## config.mk

```make
export PLATFORM = sky130hd
export DESIGN_NAME = fetch_queue
export DESIGN_NICKNAME = d
export VERILOG_FILES = /design/src/rtl/fetch_queue.sv
export SDC_FILE = /design/constraint.sdc
export NUM_CORES = 1
export LEC_CHECK = 0
export CORE_UTILIZATION = 46
export CTS_CLUSTER_DIAMETER = 200
export DETAILED_ROUTE_END_ITERATION = 10
export GPL_TIMING_DRIVEN = 0
export HOLD_SLACK_MARGIN = 0.15
export PLACE_DENSITY = 0.76
export SETUP_SLACK_MARGIN = 0.05
export SKIP_LAST_GASP = 1
export SLEW_MARGIN = 15
export SYNTH_ARGS = -nofsm -noshare
export SYNTH_HDL_FRONTEND = slang
export SYNTH_SLANG_ARGS = --single-unit
```

## constraint.sdc

```tcl
create_clock -name clk -period 2.8 [get_ports clk]
set_input_delay 0.56 -clock clk [delete_from_list [all_inputs] [get_ports clk]]
set_output_delay 0.56 -clock clk [all_outputs]
set_load 0.005 [all_outputs]
```

## src/rtl/fetch_queue.sv

```systemverilog
// fetch_queue: instruction fetch engine feeding a two-entry queue of {instr, pc+2}
//   toward the IF/ID latch.
// Latency: request in cycle N, response in cycle M>N, instr_valid from cycle M+1.
//   Peak throughput is one instruction every two cycles.
// Backpressure: instr_ready pops the head; fetching stops while the queue is full,
//   a request is outstanding, or the engine is halted.
// Ports: clk/rst (sync, active high); redirect_valid/redirect_pc restart fetch;
//   imem_req/imem_addr and imem_rvalid/imem_rdata talk to instruction memory;
//   instr_valid/instr/instr_pc_plus2/instr_ready form the queue head; err is sticky.
module fetch_queue #(
    parameter logic [15:0] RESET_PC = 16'h0000
) (
    input  logic        clk,
    input  logic        rst,
    input  logic        redirect_valid,
    input  logic [15:0] redirect_pc,
    output logic        imem_req,
    output logic [15:0] imem_addr,
    input  logic        imem_rvalid,
    input  logic [15:0] imem_rdata,
    output logic        instr_valid,
    output logic [15:0] instr,
    output logic [15:0] instr_pc_plus2,
    input  logic        instr_ready,
    output logic        err
);

    typedef enum logic [1:0] {
        IDLE      = 2'd0,
        WAIT      = 2'd1,
        WAIT_KILL = 2'd2,
        HALTED    = 2'd3
    } state_t;

    state_t      state;
    state_t      state_nxt;
    logic [15:0] fetch_pc;
    logic [1:0]  count;

    // Slot 0 is always the head, so the outputs come straight from registers.
    logic [15:0] head_instr;
    logic [15:0] head_pc2;
    logic [15:0] tail_instr;
    logic [15:0] tail_pc2;

    logic push;
    logic pop;
    logic is_halt;

    assign imem_req  = (state == IDLE) && (count != 2'd2) && !redirect_valid && !rst;
    assign imem_addr = fetch_pc;

    assign instr_valid    = (count != 2'd0);
    assign instr          = head_instr;
    assign instr_pc_plus2 = head_pc2;

    assign push    = (state == WAIT) && imem_rvalid && !redirect_valid;
    assign pop     = instr_valid && instr_ready;
    assign is_halt = (imem_rdata[15:11] == 5'b00000);

    always_comb begin
        state_nxt = state;
        if (redirect_valid) begin
            // A response still in flight must be swallowed when it arrives.
            if ((state == WAIT || state == WAIT_KILL) && !imem_rvalid) begin
                state_nxt = WAIT_KILL;
            end else begin
                state_nxt = IDLE;
            end
        end else begin
            case (state)
                IDLE:      if (imem_req)    state_nxt = WAIT;
                WAIT:      if (imem_rvalid) state_nxt = is_halt ? HALTED : IDLE;
                WAIT_KILL: if (imem_rvalid) state_nxt = IDLE;
                default:   state_nxt = state;
            endcase
        end
    end

    always_ff @(posedge clk) begin
        if (rst) begin
            state      <= IDLE;
            fetch_pc   <= RESET_PC;
            count      <= 2'd0;
            err        <= 1'b0;
            head_instr <= 16'h0000;
            head_pc2   <= 16'h0000;
            tail_instr <= 16'h0000;
            tail_pc2   <= 16'h0000;
        end else begin
            state <= state_nxt;

            if (redirect_valid) begin
                fetch_pc <= {redirect_pc[15:1], 1'b0};
            end else if (imem_req) begin
                fetch_pc <= fetch_pc + 16'd2;
            end

            if ((imem_rvalid && (state == IDLE || state == HALTED)) ||
                (redirect_valid && redirect_pc[0])) begin
                err <= 1'b1;
            end

            // While a request is outstanding fetch_pc already holds its
            // address + 2 and cannot move without a redirect, so it is the
            // pc+2 to store. A push only ever meets count<=1 except when
            // paired with a pop, since issue needs count<2 and only one
            // request can be in flight.
            if (redirect_valid) begin
                count <= 2'd0;
            end else begin
                case ({push, pop})
                    2'b11: begin
                        if (count == 2'd1) begin
                            head_instr <= imem_rdata;
                            head_pc2   <= fetch_pc;
                        end else begin
                            head_instr <= tail_instr;
                            head_pc2   <= tail_pc2;
                            tail_instr <= imem_rdata;
                            tail_pc2   <= fetch_pc;
                        end
                    end
                    2'b10: begin
                        if (count == 2'd0) begin
                            head_instr <= imem_rdata;
                            head_pc2   <= fetch_pc;
                        end else begin
                            tail_instr <= imem_rdata;
                            tail_pc2   <= fetch_pc;
                        end
                        count <= count + 2'd1;
                    end
                    2'b01: begin
                        head_instr <= tail_instr;
                        head_pc2   <= tail_pc2;
                        count      <= count - 2'd1;
                    end
                    default: ;
                endcase
            end
        end
    end

endmodule

```

-- After elaboration in Yosys (flattened, before gate mapping)
Cells that the tools add are included.
- register bits after elaboration: 85
- bits in latches: 0
- RAM bits: 0
- memory bits (read-only): 0
- input bits: 37
- output and inout port bits: 51
- logic and storage cells: 77
- memories kept: 0
- $add $sub $neg: 3
- multipliers: 0
- divide/modulo/power cells: 0
- $lt $le $gt $ge: 0
- equality and inequality tests: 14
- shift operators: 0
- muxes and demuxes: 22
- bitwise operators: 1
- reductions and logical operators: 28
- operator list (operator ; number):
    $mux W16 ; 10
    $pmux W16 S3 ; 2
    $pmux W16 S2 ; 2
    $add A16 B2 Y16 const B ; 1
    $mux W2 ; 6
    $logic_and A1 B1 Y1 ; 9
    $ne A3 B3 Y1 const B ; 3
    $eq A2 B2 Y1 const B ; 4
    $ne A2 B2 Y1 const B ; 4
    $reduce_and A4 Y1 ; 2
    $reduce_bool A2 Y1 ; 4
    $eq A2 B1 Y1 const B ; 3
    $pmux W2 S3 ; 1
    $logic_not A5 Y1 ; 1
    $logic_not A2 Y1 ; 2
    $pmux W2 S2 ; 1
    $reduce_bool A4 Y1 ; 1
    $logic_not A1 Y1 ; 3
    $logic_or A1 B1 Y1 ; 3
    $reduce_and A3 Y1 ; 1
    $reduce_bool A3 Y1 ; 1
    $add A2 B1 Y2 const B ; 1
    $reduce_or A2 Y1 ; 1
    $sub A2 B1 Y2 const B ; 1
    $not A1 Y1 ; 1

-- Longest topological paths before layout
- depth after elaboration: 7
- mapped depth: 13
- mapped depth without buffers: 9

-- Least setup slack after synthesis
Ideal clock, no wire load.
- path kind: input to register
- start: input redirect_valid
- end: register head_instr[7], in the netlist instr[7]
- library setup time: 0.132 ns
- data arrival time: 2.547 ns
- required time: 2.668 ns
- path slack: 0.120 ns
- stages: 11
- path buffers: 5
- cell sequence: buf_2 > inv_1 > clkbuf_1 > nand3_1 > ha_1 > clkbuf_1 > clkbuf_1 > clkbuf_1 > a21oi_1 > nand2_1 > a21oi_1
- longest elaborated chain between the ends: 5
- elaborated cells on any way between the ends: 10
- classes of those cells: eq/ne: 4; mux: 1; bitwise: 1; reduce/logical: 4
- ends and longest elaborated chain (item ; line ; text):
    start, declared ; 15 ; input logic redirect_valid,
    $logic_not A1 Y1 ; 57 ; assign push = (state == WAIT) && imem_rvalid && !redirect_valid;
    $logic_and A1 B1 Y1 ; 57 ;
    $eq A2 B2 Y1 or $eq A2 B1 Y1 (tied branches) ; 112 ; case ({push, pop})
    $ne A2 B2 Y1 (no source line) or $reduce_bool A3 Y1 (tied branches) ; n/a ;
    $reduce_and A3 Y1 (no source line) ; n/a ;
    end signal, assigned ; 115 ; head_instr <= imem_rdata;
    end signal, assigned ; 118 ; head_instr <= tail_instr;
    end signal, assigned ; 126 ; head_instr <= imem_rdata;
    end, declared ; 41 ; logic [15:0] head_instr;
Several ways; a longest one is shown, not always the timed one.
A chain may end at the register's enable or synchronous reset.

-- Worst setup path after layout
- start: input redirect_valid
- end: register tail_instr[10]
- longest elaborated chain between the ends: 5
- elaborated cells on any way between the ends: 10
- classes of those cells: eq/ne: 4; mux: 1; bitwise: 1; reduce/logical: 4
- ends and longest elaborated chain (item ; line ; text):
    $logic_not A1 Y1 ; 57 ;
    $logic_and A1 B1 Y1 ; 57 ;
    $eq A2 B2 Y1 ; 112 ;
    $ne A2 B2 Y1 (no source line) or $reduce_bool A2 Y1 (tied branches) ; n/a ;
    $reduce_and A4 Y1 (no source line) ; n/a ;
    end signal, assigned ; 120 ; tail_instr <= imem_rdata;
    end signal, assigned ; 129 ; tail_instr <= imem_rdata;
    end, declared ; 43 ; logic [15:0] tail_instr;
Several ways; a longest one is shown, not always the timed one.

==> reports/results.md <==
| Quantity | This run |
| --- | --- |
| Run status | complete, no violations |
| Register-to-Register Path Depth | 11 |
| Total GRT Usage | 23.8% |
| Cts hold-fix bufs | 0 |
| Drt first pass iters | 4 |
| Share of cell area taken by muxes after synthesis | 13.6% |
| Arrival @ worst endpoint | 2.94 ns |
| Maximum number of pins on one net before global-route repair | 14 |
| Global-route congestion overflow total | 0 |
| Post-synthesis to final-layout area growth | 32.2% |
| Type of the most critical hold path | flop to flop |
| Highest ir drop seen on vdd | 0.240 mV |
| Number of antenna repair diodes | 0 |
| Number of primary I/O pins | 88 |
| Fmax achieved | 0.369 GHz |
| Fraction of layout instances using a drive strength above 1 | 10.4% |
| Clk sink count | 82 |
| Initial standard-cell utilization of the core | 47.3% |
| Crit-path max cell delay | 0.53 ns |
| Number of buffers added by the clock tree synthesis step | 9 |
| CTS clk-pin slew, worst paths | 0.08 ns |
| Depth of the CTS H-tree | 3 |
| Final Worst Setup Slack | 0.0932 ns |
| Library cell with the highest instance count after synthesis | dfxtp_1 |
| Number of nets with antenna violations after detailed routing | 0 |
| Number of antenna violations at the first check in global routing | 0 |
| Worst max-slew margin expressed relative to the limit | 61.7% |
| Floorplan row count | 34 |
| Instance count of the mapped netlist | 476 |
| Sequential element share of the synthesized area | 39.8% |
| CP Cell Sequence | clkdlybuf4s50_1 -> buf_6 -> clkinvlp_4 -> nand3_2 -> inv_1 -> ha_1 -> buf_2 -> a22o_1 -> nor3_4 -> buf_4 -> mux2i_1 -> nor2_1 |
| XOR/XNOR share of the synthesized area | 2.97% |
| Vias per std cell | 5.59 |
| Detailed router's first-iteration violation count | 200 |
| Die ar. | 9360 um^2 |
| Die width | 96.7 um |
| CP max stage cell | clkdlybuf4s50_1 |
| Max Cap Viol | 0 |
| Crit share post-route | 96.7% |
| Endpoint of the worst hold path | instr[12]$_SDFFE_PP0P_ |
| Core area | 8720 um^2 |
| Launch instance of the worst min-delay path | instr[12]$_SDFFE_PP0P_ |
| TritonCTS clock tree | built |
| Number of placed cells counting well taps | 670 |
| Dominant combinational cell family by area after synthesis | simple AND/OR/NAND/NOR gates |
| Compound-gate portion of the synthesized area | 16.8% |
| Per-instance average area after synthesis | 8.67 um^2 |
| Distinct cells, synth | 37 |
| Detailed-route DRC error count | 0 |
| Kind of launch point of the worst setup path | input pin |
| Simple-gate share of the synthesized area | 17.5% |
| Post-synthesis cell area | 4130 um^2 |
| Element type at the critical path end | flop |
| Final Net Count | 622 |
| Worst slack after detailed placement | -1.09 ns |
| Clock Tree Buf Depth | 2 |
| Warnings from Yosys | 0 |
| Startpoint of the worst-slack reg-to-reg timing path | count[0]$_SDFFE_PP0N_ |
| Max Transition Viols Final | 0 |
| Max Fanout on Critical Path | 10 |
| Adder-Cell Fraction of Synth Area | 3.33% |
| Clock root buffer | clkbuf_8 |
| Hold Fails Final Rpt | 0 |
| Height of the die | 96.7 um |
| Fin cells | 687 |
| Flip-flop and latch count after synthesis | 82 |
| Routed length per instance | 16.0 um |
| Most used flip-flop cell after synthesis | dfxtp_1 |
| Final setup fails | 0 |
| Setup slack on the worst flop-to-flop path | 0.14 ns |
| Vias in the first global route | 3755 |
| Placer's final routability congestion estimate | 0.878 |
| End of the worst register-to-register path | tail_instr[10]$_SDFFE_PP0P_ |
| Cell type contributing the most total cell area after synthesis | dfxtp_1 |
| Number of synthesized flops with an enable pin | 0 |
| Share of synthesized registers carrying an async set or reset | 0% |
| DR vias | 3841 |
| Detailed placement HPWL | 7710 um |
| First-pass GRT wire length | 18000 um |
| Cells on Worst Hold Path | 2 |
| Critical path required time | 3.04 ns |
| Clk_lat worst skew | 0.36 ns |
| RSZ-0062 raised after global routing | yes |
| Port bufs | 85 |
| Top cells by instance count after synthesis | 82 x dfxtp_1, 59 x nor2_1, 55 x mux2i_1 |
| Shortest clock period the worst path allows after layout | 2.71 ns |
| Area fraction of the dominant cell type after synthesis | 39.8% |
| Power Density | 467 nW/um^2 |
| Slew at the pin closest to its max-slew limit | 0.574 ns |
| Leakage power summed over all cells | 0.00192 uW |
| Setup clock skew after layout | 0.00772 ns |
| Worst setup path category | input pin to flop |
| FILL cells | 768 |
| Biggest area contributors in the synthesized netlist | dfxtp_1 40%, mux2i_1 13%, a221oi_1 6.8%, a21oi_1 5.9%, nor2_1 5.4% |
| Final routed wirelength across all metal layers | 11000 um |
## area by class of cell
class | instances | area, um^2 | share of cell area (%)
Clock buffer | 12 | 165 | 3.03
Multi-Input combinational cell | 339 | 2310 | 42.3
Tap cell | 108 | 135 | 2.48
Clock inverter | 4 | 72.6 | 1.33
Inverter | 11 | 45.0 | 0.825
Timing Repair Buffer | 88 | 876 | 16.1
Sequential cell | 82 | 1640 | 30.1
Buffer | 43 | 215 | 3.94
## where the power goes
part	internal, uW	switching (uW)	total [uW]
clock network	574	429	1000
registers	1190	38.1	1230
logic	157	157	314
total	1920	624	2550
## registers in the layout, indices dropped and copies added (netlist names)
signal	count
instr	16
state	2
err	1
count	2
tail_pc2	15
instr_pc_plus2	15
imem_addr	15
tail_instr	16
## metal layers
| metal | up-vias | GRT usage (%) | wire (um) | part of all wire [%] |
|---|---|---|---|---|
| li1 | 1892 | - | - | - |
| met1 | 1808 | 29.7 | 4810 | 44 |
| met2 | 125 | 41.0 | 5370 | 49 |
| met3 | 16 | 4.77 | 606 | 5.5 |
| met4 | 0 | 7.69 | 193 | 1.8 |
| met5 | - | 0 | 0 | 0 |
## worst max-delay path: cells and delay by family
kind | cells | cell delay [ns]
AO/OA/AOI/OAI | 1 | 0.27
multiplexers | 1 | 0.24
adder cells (fa/ha/maj) | 1 | 0.17
buffers and inverters | 6 | 1.28
AND/OR/NAND/NOR | 3 | 0.41
## metrics by stage
step           instance area [um^2]  hold slack [ns]  power, uW  setup TNS (ns)  util (%)
2_1_floorplan                  4130            0.453       1400               0         -
3_3_place_gp                   5120            0.445       1550          -48.86      58.7
3_5_place_dp                   5120            0.448       1560          -54.10      58.7
4_1_cts                        5410            0.459       2550               0      62.0
5_1_grt                        5460            0.481       2640       -0.000390      62.6
6_report                       5460            0.457       2550               0      62.6
## what timing repair did
item,CTS,global route
endpoints found under the hold margin,0,0
gates resized for setup,8,19
gates cloned,0,0
endpoints found under the setup margin,64,62
buffers inserted,3,0
## kinds of logic after synthesis
family                     count (synthesis)
AOI/OAI and AO/OA                        103
adders and majority gates                 11
and+or+nand+nor                          153
DFF                                       82
other                                      1
muxes                                     56
buffers and inverters                     56
xor gates and xnor gates                  14
## cell usage in the layout (no fill, tap or decap), types with 3 or more instances in the layout
cell and instances:
clkbuf_1 20, nor2b_1 4, nor3_1 13, xnor2_1 8, inv_1 10, nor2_1 59, nand4_1 3, a221oi_2 7
dfxtp_1 82, a21oi_1 48, clkbuf_8 12, nand2_1 49, nand3_1 6, a211oi_1 14, clkdlybuf4s50_1 84, xor2_1 6
buf_4 8, mux2i_1 55, nor4_1 5, buf_2 10, ha_1 11, clkbuf_2 6, a221oi_1 25
## worst max path at each step
stage / end / start
global placement: instr[14]$_SDFFE_PP0P_ / redirect_valid
floorplan: instr[7]$_SDFFE_PP0P_ / redirect_valid
finish: tail_instr[10]$_SDFFE_PP0P_ / redirect_valid
global route: tail_instr[10]$_SDFFE_PP0P_ / redirect_valid
CTS: imem_req / redirect_valid
detailed placement: instr[14]$_SDFFE_PP0P_ / redirect_valid
No activity file was read; power rests on OpenSTA's default activity.
